$ cat src/rtl/adder_bist_sequencer_pkg.sv
// Shared types and helpers for the adder BIST sequencer: FSM states and the
// 32-bit Galois LFSR used to generate operand vectors.
package adder_bist_pkg;

  typedef enum logic [2:0] {
    ST_IDLE,
    ST_LOAD,
    ST_SETTLE,
    ST_CHECK,
    ST_DONE
  } bist_state_t;

  localparam logic [31:0] LFSR_POLY = 32'h80200003;

  // Right-shifting Galois step; the polynomial is folded in when the lsb shifts out
  function automatic logic [31:0] lfsr_step(input logic [31:0] s);
    lfsr_step = s[0] ? ((s >> 1) ^ LFSR_POLY) : (s >> 1);
  endfunction

  function automatic logic [31:0] all_ones(input int unsigned w);
    all_ones = (w >= 32) ? '1 : ((32'd1 << w) - 32'd1);
  endfunction

endpackage

$ cat src/rtl/adder_bist_sequencer_if.sv
// Operand/result bus between the BIST sequencer and the adder under test.
interface adder_bist_sequencer_if #(
  parameter int unsigned N = 16
);

  logic [N-1:0] a;
  logic [N-1:0] b;
  logic         cin;
  logic [N-1:0] s_duv;
  logic         cout_duv;
  logic         prop_duv;
  logic         gen_duv;

  modport master (
    output a, b, cin,
    input  s_duv, cout_duv, prop_duv, gen_duv
  );

  modport slave (
    input  a, b, cin,
    output s_duv, cout_duv, prop_duv, gen_duv
  );

endinterface

$ cat src/rtl/adder_bist_sequencer_ref_adder.sv
// Golden adder model: sum, carry-out, group propagate and group generate
// (generate is the carry-out with carry-in forced to zero).
module ref_adder #(
  parameter int unsigned n = 16
) (
  input  logic         cin,
  input  logic [n-1:0] a,
  input  logic [n-1:0] b,
  output logic [n-1:0] s,
  output logic         cout,
  output logic         prop,
  output logic         gen
);

  logic [n:0] sum_full;
  logic [n:0] sum_nocin;

  always_comb begin
    sum_full  = {1'b0, a} + {1'b0, b} + {{n{1'b0}}, cin};
    sum_nocin = {1'b0, a} + {1'b0, b};
    s         = sum_full[n-1:0];
    cout      = sum_full[n];
    prop      = &(a ^ b);
    gen       = sum_nocin[n];
  end

endmodule

$ cat src/rtl/adder_bist_sequencer.sv
// On-chip test sequencer: drives LFSR operand vectors into an adder, waits a
// programmable settle time, compares against ref_adder and counts mismatches.
module adder_bist_sequencer
  import adder_bist_pkg::*;
#(
  parameter int unsigned N        = 16,
  parameter int unsigned CNT_W    = 16,
  parameter int unsigned ERR_W    = 16,
  parameter int unsigned SETTLE_W = 4,
  parameter bit          CHECK_PG = 1'b1
) (
  input  logic                   clk,
  input  logic                   rst,
  input  logic                   start,
  input  logic                   abort,
  input  logic [31:0]            seed,
  input  logic [CNT_W-1:0]       num_vectors,
  input  logic [SETTLE_W-1:0]    settle,
  adder_bist_sequencer_if.master duv,
  output logic                   busy,
  output logic                   done,
  output logic                   pass,
  output logic [ERR_W-1:0]       err_count,
  output logic [CNT_W-1:0]       first_err_idx
);

  bist_state_t         state;
  logic [31:0]         lfsr;
  logic [31:0]         s1;
  logic [31:0]         s2;
  logic [31:0]         seed_nz;
  logic [CNT_W-1:0]    nv_q;
  logic [CNT_W-1:0]    idx;
  logic [SETTLE_W-1:0] settle_q;
  logic [SETTLE_W-1:0] wait_cnt;
  logic [N-1:0]        a_q;
  logic [N-1:0]        b_q;
  logic                cin_q;
  logic                last_vec;
  logic                mismatch;

  logic [N-1:0]        ref_s;
  logic                ref_cout;
  logic                ref_prop;
  logic                ref_gen;

  assign duv.a   = a_q;
  assign duv.b   = b_q;
  assign duv.cin = cin_q;

  ref_adder #(.n(N)) u_ref (
    .cin  (cin_q),
    .a    (a_q),
    .b    (b_q),
    .s    (ref_s),
    .cout (ref_cout),
    .prop (ref_prop),
    .gen  (ref_gen)
  );

  always_comb begin
    s1       = lfsr_step(lfsr);
    s2       = lfsr_step(s1);
    seed_nz  = (seed == 32'd0) ? 32'd1 : seed;
    last_vec = (idx == nv_q - CNT_W'(1));
    mismatch = (duv.s_duv != ref_s) || (duv.cout_duv != ref_cout);
    if (CHECK_PG) begin
      mismatch = mismatch || (duv.prop_duv != ref_prop) || (duv.gen_duv != ref_gen);
    end
  end

  always_ff @(posedge clk or posedge rst) begin
    if (rst) begin
      state         <= ST_IDLE;
      lfsr          <= 32'd1;
      nv_q          <= '0;
      idx           <= '0;
      settle_q      <= '0;
      wait_cnt      <= '0;
      a_q           <= '0;
      b_q           <= '0;
      cin_q         <= 1'b0;
      busy          <= 1'b0;
      done          <= 1'b0;
      pass          <= 1'b0;
      err_count     <= '0;
      first_err_idx <= '1;
    end else if (abort && busy) begin
      // Abort leaves counters and operands frozen; only the control state unwinds
      state <= ST_IDLE;
      busy  <= 1'b0;
      done  <= 1'b0;
      pass  <= 1'b0;
    end else begin
      unique case (state)
        ST_IDLE, ST_DONE: begin
          if (start && !abort) begin
            nv_q          <= num_vectors;
            settle_q      <= settle;
            lfsr          <= seed_nz;
            err_count     <= '0;
            first_err_idx <= '1;
            idx           <= '0;
            if (num_vectors == '0) begin
              state <= ST_DONE;
              busy  <= 1'b0;
              done  <= 1'b1;
              pass  <= 1'b1;
            end else begin
              state <= ST_LOAD;
              busy  <= 1'b1;
              done  <= 1'b0;
              pass  <= 1'b0;
            end
          end
        end

        ST_LOAD: begin
          a_q      <= s1[N-1:0];
          b_q      <= s2[N-1:0];
          cin_q    <= s2[31];
          lfsr     <= s2;
          wait_cnt <= settle_q;
          state    <= (settle_q != '0) ? ST_SETTLE : ST_CHECK;
        end

        ST_SETTLE: begin
          wait_cnt <= wait_cnt - SETTLE_W'(1);
          if (wait_cnt == SETTLE_W'(1)) begin
            state <= ST_CHECK;
          end
        end

        ST_CHECK: begin
          if (mismatch) begin
            if (err_count != '1) begin
              err_count <= err_count + ERR_W'(1);
            end
            if (first_err_idx == '1) begin
              first_err_idx <= idx;
            end
          end
          if (last_vec) begin
            state <= ST_DONE;
            busy  <= 1'b0;
            done  <= 1'b1;
            pass  <= (err_count == '0) && !mismatch;
          end else begin
            idx   <= idx + CNT_W'(1);
            state <= ST_LOAD;
          end
        end

        default: begin
          state <= ST_IDLE;
          busy  <= 1'b0;
          done  <= 1'b0;
        end
      endcase
    end
  end

endmodule

$ cat src/flat_wrapper.sv
// flat-port wrapper written by rule: the top's interface ports become plain ports
module adder_bist_sequencer_flat import adder_bist_pkg::*;
#(
  parameter int unsigned N        = 16,
  parameter int unsigned CNT_W    = 16,
  parameter int unsigned ERR_W    = 16,
  parameter int unsigned SETTLE_W = 4,
  parameter bit          CHECK_PG = 1'b1
)
  (clk, rst, start, abort, seed, num_vectors, settle, busy, done, pass, err_count, first_err_idx, duv_a, duv_b, duv_cin, duv_s_duv, duv_cout_duv, duv_prop_duv, duv_gen_duv);
  adder_bist_sequencer_if #(.N(N)) duv_i ();
  input  logic clk;
  input  logic rst;
  input  logic start;
  input  logic abort;
  input  logic [31:0] seed;
  input  logic [CNT_W-1:0] num_vectors;
  input  logic [SETTLE_W-1:0] settle;
  output logic busy;
  output logic done;
  output logic pass;
  output logic [ERR_W-1:0] err_count;
  output logic [CNT_W-1:0] first_err_idx;
  output wire logic [$bits(duv_i.a)-1:0] duv_a;
  output wire logic [$bits(duv_i.b)-1:0] duv_b;
  output wire logic [$bits(duv_i.cin)-1:0] duv_cin;
  input wire logic [$bits(duv_i.s_duv)-1:0] duv_s_duv;
  input wire logic [$bits(duv_i.cout_duv)-1:0] duv_cout_duv;
  input wire logic [$bits(duv_i.prop_duv)-1:0] duv_prop_duv;
  input wire logic [$bits(duv_i.gen_duv)-1:0] duv_gen_duv;
  assign duv_a = duv_i.a;
  assign duv_b = duv_i.b;
  assign duv_cin = duv_i.cin;
  assign duv_i.s_duv = duv_s_duv;
  assign duv_i.cout_duv = duv_cout_duv;
  assign duv_i.prop_duv = duv_prop_duv;
  assign duv_i.gen_duv = duv_gen_duv;
  adder_bist_sequencer #(.N(N), .CNT_W(CNT_W), .ERR_W(ERR_W), .SETTLE_W(SETTLE_W), .CHECK_PG(CHECK_PG)) u_core (.clk(clk), .rst(rst), .start(start), .abort(abort), .seed(seed), .num_vectors(num_vectors), .settle(settle), .duv(duv_i), .busy(busy), .done(done), .pass(pass), .err_count(err_count), .first_err_idx(first_err_idx));
endmodule
$ cat config.mk
export PLATFORM = sky130hd
export DESIGN_NAME = adder_bist_sequencer_flat
export DESIGN_NICKNAME = d
export VERILOG_FILES = /design/src/rtl/adder_bist_sequencer_pkg.sv /design/src/rtl/adder_bist_sequencer_if.sv /design/src/rtl/adder_bist_sequencer_ref_adder.sv /design/src/rtl/adder_bist_sequencer.sv /design/src/flat_wrapper.sv
export SDC_FILE = /design/constraint.sdc
export NUM_CORES = 1
export LEC_CHECK = 0
export ABC_AREA = 1
export CORE_MARGIN = 2
export CORE_UTILIZATION = 50
export DETAILED_ROUTE_END_ITERATION = 12
export PLACE_DENSITY = 0.76
export SYNTH_ARGS = -nofsm -noshare
export SYNTH_HDL_FRONTEND = slang
export SYNTH_SLANG_ARGS = --single-unit
$ cat constraint.sdc
create_clock -name clk -period 4.05 [get_ports clk]
set_input_delay 0.81 -clock clk [delete_from_list [all_inputs] [get_ports clk]]
set_output_delay 0.81 -clock clk [all_outputs]
set_load 0.01 [all_outputs]
==> flow_summary.json, run 1 <==
{
  "hold_buffers": 0,
  "die_h_um": 139.9,
  "dr_total_vias": 8871,
  "grt_pass1_vias": 8463,
  "nets": 1546,
  "async_flop_share": 1.000,
  "track_usage": 0.2487,
  "n_fill_cell": 1643,
  "ys_seq_elements": 129,
  "setup_tns_ps": 0,
  "grt_max_degree": 72,
  "period_share": 0.8812,
  "cts_root_buf": "clkbuf_16",
  "comb_power_share": 0.556,
  "dieArea_mm2": 0.01958,
  "status": "finished clean",
  "maxCapViolCount": 0,
  "worstReg2RegStart": "u_core.duv.b[0]",
  "overflow": 0,
  "via_per_inst": 5.249,
  "pwr-share-clk": 0.181,
  "cp_common_cell": "nor2_1",
  "synth_cell_types": 45,
  "worstHoldStart": "u_core.first_err_idx[11]",
  "multi_input_area_mm2": 0.005085,
  "fmax_mhz": 280.2,
  "hold_path.class": "reg -> reg",
  "synth_seq_area_share": 0.3517,
  "drt_pass1_iterations": 6,
  "clkTransAtPathRegs_ps": 60,
  "path_cells": "ha_1, inv_1, fa_1, inv_1, ha_1, xor2_1, nor2_1, o21ai_0, nor2_1, nand3_1, nor2_1, nand3_1, nor2_1, nand3_1, nor2_2, nand3_4, nand3_4, nand2_1, nand2_1",
  "finalClockSkew_ps": 7.126,
  "p_sw_frac": 0.4602,
  "synth_ff_type": "dfrtp_1",
  "final_antenna_net_count": 0,
  "io_pins": 143,
  "critPathMaxStageDelay_ps": 500,
  "cts_tree": "built",
  "power_frac_seq": 0.263,
  "r2r_end": "u_core.err_count[14]",
  "place_congestion": 0.8663,
  "cts_made_buffers": 17,
  "die_x_um": 139.9,
  "syn_avg_cell_area_um2": 6.995,
  "intPower_uw": 4634,
  "drc_errors": 0,
  "crit_slowest_cell": "fa_1",
  "antenna_found_initial": 3,
  "irDropWorstVdd_v": 0.0003788,
  "setup_viol": 0,
  "syn-num-nets": 1421,
  "worstSetupEndpointType": "flip-flop",
  "post-cts-setup-buffers": 0,
  "dpl.hpwl_um": 17420,
  "area_growth_syn_to_layout_pct": 23.60,
  "r2r_slack_ps": 480,
  "drt-total-wl_um": 23390,
  "grt_pass1_wl_um": 40440,
  "drive_above_1_share": 0.09801,
  "cts_resized": 0,
  "min_to": "u_core.first_err_idx[11]",
  "cts_buffer_depth": 2,
  "pwr_density_cell_mw_per_mm2": 751.6,
  "core_area_mm2": 0.01802,
  "wire_per_inst_um": 13.84,
  "cts_max_level": 4,
  "cp_max_fo": 34,
  "fp-row-count": 49,
  "critPathKind": "reg -> reg",
  "switchingPower_uw": 3950,
  "worst_pin_slew_ps": 778.0,
  "fin_crit_ps": 3569,
  "drtIter0Drc": 541,
  "port_buffers": 142,
  "slew_headroom": 0.4802,
  "initial_core_util": 0.5126,
  "seq_area_mm2": 0.003249,
  "worstSetupStartpointType": "flip-flop",
  "syn_inst": 1321,
  "rsz0062_at_grt": "no",
  "syn_area_mm2": 0.009240,
  "final_util": 0.6336,
  "hold_viol_final": 0,
  "drv_slew": 0,
  "reg2reg_depth": 19,
  "cts.sinks": 129,
  "synth-edff-count": 0,
  "clkLatencyLatePin_ps": 420,
  "ys_warn_count": 0,
  "arrival_ps": 3930,
  "hold_depth": 2,
  "critPathRequiredTime_ps": 4410,
  "p_leak_uw": 0.005347
}
[power groups by stage]
stage	Clock (uW)	Combinational, uW	Sequential, uW
after floorplan	0	3420	2250
after global placement	0	4630	2260
after detailed placement	0	4740	2280
after CTS	1570	4780	2260
after global routing	1640	5440	2330
final	1550	4770	2260
[placed cells by master, fill, tap and decap left out, types with 5 or more instances in the layout]
cell type	Yosys	routed
inv_2	6	6
nor3_1	21	21
xnor2_1	16	16
nor2_4	8	8
nand4_1	57	57
inv_1	166	165
clkinvlp_4	0	5
mux2_2	11	11
xor2_1	36	36
ha_1	24	24
nand3_1	76	76
nor4_1	21	21
nand2_1	388	388
nand3_2	10	10
a21oi_1	40	39
dfrtp_1	112	112
dfstp_2	17	17
buf_4	15	12
o21ai_0	102	102
nor2_2	9	9
clkbuf_16	0	17
nand2_2	24	24
nor2_1	94	94
clkdlybuf4s50_1	0	142
a31oi_1	9	9
[metrics by stage]
step | std cells | power, uW | hold WS (ps) | instance area (um2) | setup slack [ps]
after floorplan | 1321 | 5674 | 471.4 | 9244 | 917.4
after detailed placement | 1656 | 7019 | 471.3 | 10820 | 525.4
final | 1690 | 8584 | 478.0 | 11420 | 481.0
after global routing | 1689 | 9413 | 494.4 | 11420 | 122.8
after CTS | 1688 | 8613 | 480.6 | 11420 | 515.7
after global placement | 1656 | 6891 | 459.4 | 10820 | 619.8
[synth_stat cells, types with 16 or more instances]
| cell | count | area, um2 |
|---|---|---|
| nor2_1 | 94 | 352.8 |
| inv_1 | 166 | 623.1 |
| ha_1 | 24 | 300.3 |
| nand4_1 | 57 | 356.6 |
| nand3_1 | 76 | 380.4 |
| clkbuf_1 | 27 | 101.4 |
| nor3_1 | 21 | 105.1 |
| a21oi_1 | 40 | 200.2 |
| dfstp_2 | 17 | 446.7 |
| o21ai_0 | 102 | 510.5 |
| dfrtp_1 | 112 | 2803 |
| xor2_1 | 36 | 315.3 |
| nand2_1 | 388 | 1456 |
| xnor2_1 | 16 | 140.1 |
| nand2_2 | 24 | 150.1 |
| nor4_1 | 21 | 131.4 |
[critical path: cells and delay by family (launching register included)]
kind	cells	cell delay, ps
AO/OA/AOI/OAI	1	80
XOR/XNOR	1	160
adder cells (fa/ha/maj)	3	1050
buffers and inverters	2	130
flip-flops	1	370
AND/OR/NAND/NOR	12	1710
[cells by family (layout without fill, tap and decap cells)]
family                     count (synthesis)  in the layout  synth area share
muxes                                     11             11           0.01341
other                                      0              2                 0
xor gates and xnor gates                  53             53           0.05173
adders and majority gates                 25             25           0.03467
and+or+nand+nor                          720            720            0.3580
DFF                                      129            129            0.3517
AOI/OAI and AO/OA                        161            161           0.09127
buffers and inverters                    222            360           0.09926
[worst max-delay path by stage]
stage                          from                    to  slack (ps)  cells after the start
finish              u_core.duv.b[0]  u_core.err_count[14]         480                     19
global route        u_core.duv.b[0]   u_core.err_count[9]         120                     19
CTS                 u_core.duv.b[0]   u_core.err_count[2]         520                     19
detailed placement  u_core.duv.b[0]   u_core.err_count[1]         530                     19
global placement    u_core.duv.b[0]   u_core.err_count[3]         620                     19
floorplan           u_core.duv.a[0]  u_core.err_count[10]         920                     19
[layer usage]
| layer | wire, um | vias to the layer above | global-route usage |
|---|---|---|---|
| li1 | - | 4537 | - |
| met1 | 10970 | 4127 | 0.3367 |
| met2 | 10950 | 174 | 0.4062 |
| met3 | 1076 | 31 | 0.05060 |
| met4 | 379 | 2 | 0.07211 |
| met5 | 12 | - | 0 |
[sequential cells by signal, summed over array words and instances, names as in the netlist, 4 cells and up]
name	count
u_core.settle_q	4
u_core.idx	16
u_core.wait_cnt	4
u_core.nv_q	16
u_core.err_count	16
u_core.first_err_idx	16
u_core.duv.b	16
u_core.lfsr	32
[area by class of cell]
type,count,share of cell area
inverters,172,0.05686
repair buffers,156,0.1358
multi-input cells,970,0.4452
clock buffers,18,0.03845
clock inverters,14,0.01358
well taps,229,0.02509
diodes,2,0.0004382
flip-flops and latches,129,0.2845
Note: power is estimated with default switching activity, not from simulation.
==> run 2: changes to the inputs <==
--- a/config.mk
+++ b/config.mk
@@ -6,10 +6,10 @@
 export NUM_CORES = 1
 export LEC_CHECK = 0
 export ABC_AREA = 1
-export CORE_MARGIN = 2
-export CORE_UTILIZATION = 50
+export CORE_UTILIZATION = 51
+export CTS_BUF_LIST = sky130_fd_sc_hd__clkbuf_8
 export DETAILED_ROUTE_END_ITERATION = 12
-export PLACE_DENSITY = 0.76
+export PLACE_DENSITY = 0.77
 export SYNTH_ARGS = -nofsm -noshare
 export SYNTH_HDL_FRONTEND = slang
 export SYNTH_SLANG_ARGS = --single-unit
==> run 2 against run 1 <==
Compared with the run above:
- sequential power about the same
- power is 3.9% lower
- first-iteration DRC count increased by 11%
- die area is 4.7% lower
- combinational power about the same
- non-clock buffer count is 2 lower
- setup slack worse by 69 ps
- count of clock-buffer cells in the layout rose by 1
- core utilization rose by 1.0 points
- via count decreased by 0.25%
- global-route usage up 0.86 points
- flip-flop and latch count unchanged
- largest power group unchanged
- highest routed layer is now met4
==> flow_summary.json, run 2 (synthesized netlist as in run 1, its figures left out) <==
{
  "rsz0062_at_grt": "no",
  "period_share": 0.8982,
  "final_antenna_net_count": 0,
  "drc_errors": 0,
  "core_area_mm2": 0.01748,
  "worstSetupEndpointType": "flip-flop",
  "grt_pass1_vias": 8221,
  "cp_max_fo": 23,
  "via_per_inst": 5.255,
  "overflow": 0,
  "hold_viol_final": 0,
  "drt-total-wl_um": 22620,
  "largest_reg_flops": 32,
  "fmax_mhz": 274.9,
  "cts_root_buf": "clkbuf_8",
  "finalClockSkew_ps": 14.04,
  "slew_headroom": 0.4989,
  "cts.sinks": 129,
  "nets": 1544,
  "grt_pass1_wl_um": 38380,
  "antenna_found_initial": 2,
  "layout_common_cells": "nand2_1, inv_1, clkdlybuf4s50_1, dfrtp_1, o21ai_0",
  "drive_above_1_share": 0.09609,
  "n_fill_cell": 1526,
  "drt_pass1_iterations": 6,
  "intPower_uw": 4400,
  "cts_made_buffers": 17,
  "drtIter0Drc": 603,
  "clkTransAtPathRegs_ps": 80,
  "fp-row-count": 48,
  "dieArea_mm2": 0.01866,
  "setup_viol": 0,
  "io_pins": 143,
  "hold_buffers": 0,
  "maxCapViolCount": 0,
  "area_growth_syn_to_layout_pct": 21.79,
  "worst_pin_slew_ps": 749.6,
  "post-cts-setup-buffers": 0,
  "drv_slew": 0,
  "cts_max_level": 4,
  "critPathKind": "reg -> reg",
  "p_leak_uw": 0.005272,
  "setup_tns_ps": 0,
  "p_sw_frac": 0.4664,
  "cts_tree": "built",
  "die_x_um": 136.6,
  "critPathRequiredTime_ps": 4430,
  "hold_slack_ps": 480.4,
  "irDropWorstVdd_v": 0.0003591,
  "max_flop_register": "u_core.lfsr",
  "track_usage": 0.2573,
  "met3_wirelength_um": 1177,
  "fin_crit_ps": 3638,
  "pwr_density_cell_mw_per_mm2": 732.7,
  "cts_buffer_depth": 2,
  "topRoutingLayerUsed": "met4",
  "port_buffers": 142,
  "power_frac_seq": 0.274,
  "comb_power_share": 0.575,
  "worstSetupStartpointType": "flip-flop",
  "grt_max_degree": 130,
  "dr_total_vias": 8849,
  "clkLatencyLatePin_ps": 450,
  "switchingPower_uw": 3846,
  "m1WireLength_um": 10630,
  "dpl.hpwl_um": 16860,
  "place_congestion": 0.8803,
  "status": "finished clean",
  "die_h_um": 136.6,
  "arrival_ps": 4010,
  "pwr-share-clk": 0.151,
  "wire_per_inst_um": 13.43,
  "layout_commonest_cell": "nand2_1",
  "dr_wl_met2_um": 10310,
  "hold_path.class": "reg -> reg",
  "cts_resized": 0,
  "initial_core_util": 0.5287
}
-- run 2: stage by stage --
step                setup slack [ps]  power (uW)  utilization  instances  instance area, um2
CTS                            402.9        8272       0.6436       1682               11250
detailed placement             437.9        6998       0.6181       1650               10800
global route                   13.02        9022       0.6438       1683               11250
finish                         412.5        8246       0.6439       1684               11250
floorplan                      917.4        5674            -       1321                9244
global placement               597.2        6873       0.6181       1650               10800
-- run 2: worst max-delay path: stages, from the launching register on --
cell,delay (ps)
dfrtp_1,500
ha_1,290
inv_1,80
fa_1,500
inv_1,50
ha_1,300
xor2_1,160
nor2_1,80
o21ai_0,80
nor2_1,120
nand3_1,90
nor2_1,140
nand3_1,90
nor2_1,120
nand3_1,100
nor2_2,150
nand3_4,290
buf_4,300
nand4_1,90
nand2_1,70
-- run 2: power by group through the flow --
stage | Clock (uW) | Sequential (uW) | Combinational, uW
CTS | 1260 | 2260 | 4750
floorplan | 0 | 2250 | 3420
global placement | 0 | 2270 | 4610
global route | 1320 | 2330 | 5370
finish | 1240 | 2260 | 4740
detailed placement | 0 | 2280 | 4720
-- run 2: metal layers --
| metal | vias up | GRT usage |
|---|---|---|
| met1 | 4085 | 0.3458 |
| li1 | 4523 | - |
| met5 | - | 0 |
| met4 | 0 | 0.09444 |
| met2 | 209 | 0.4109 |
| met3 | 32 | 0.04926 |
-- run 2: cell type report --
class / count / area (um2) / share of cell area
clock buffers: 19 / 261.5 / 0.02324
clock inverters: 13 / 185.2 / 0.01646
inverters: 172 / 649.4 / 0.05771
flip-flops and latches: 129 / 3249 / 0.2887
multi-input cells: 970 / 5085 / 0.4519
well taps: 225 / 281.5 / 0.02502
diodes: 2 / 5.005 / 0.0004447
repair buffers: 154 / 1536 / 0.1365
-- run 2: final timing paths --
path,from,to,slack (ps),cells past startpoint
setup / recovery,u_core.duv.a[0],u_core.first_err_idx[11],410,19
hold / removal,u_core.first_err_idx[6],u_core.first_err_idx[6],480,2
setup reg to reg,u_core.duv.a[0],u_core.first_err_idx[11],410,19
hold reg to reg,u_core.first_err_idx[6],u_core.first_err_idx[6],480,2
min in group asynchronous,rst,u_core.lfsr[31],900,3
max in group asynchronous,rst,u_core.err_count[15],2640,3
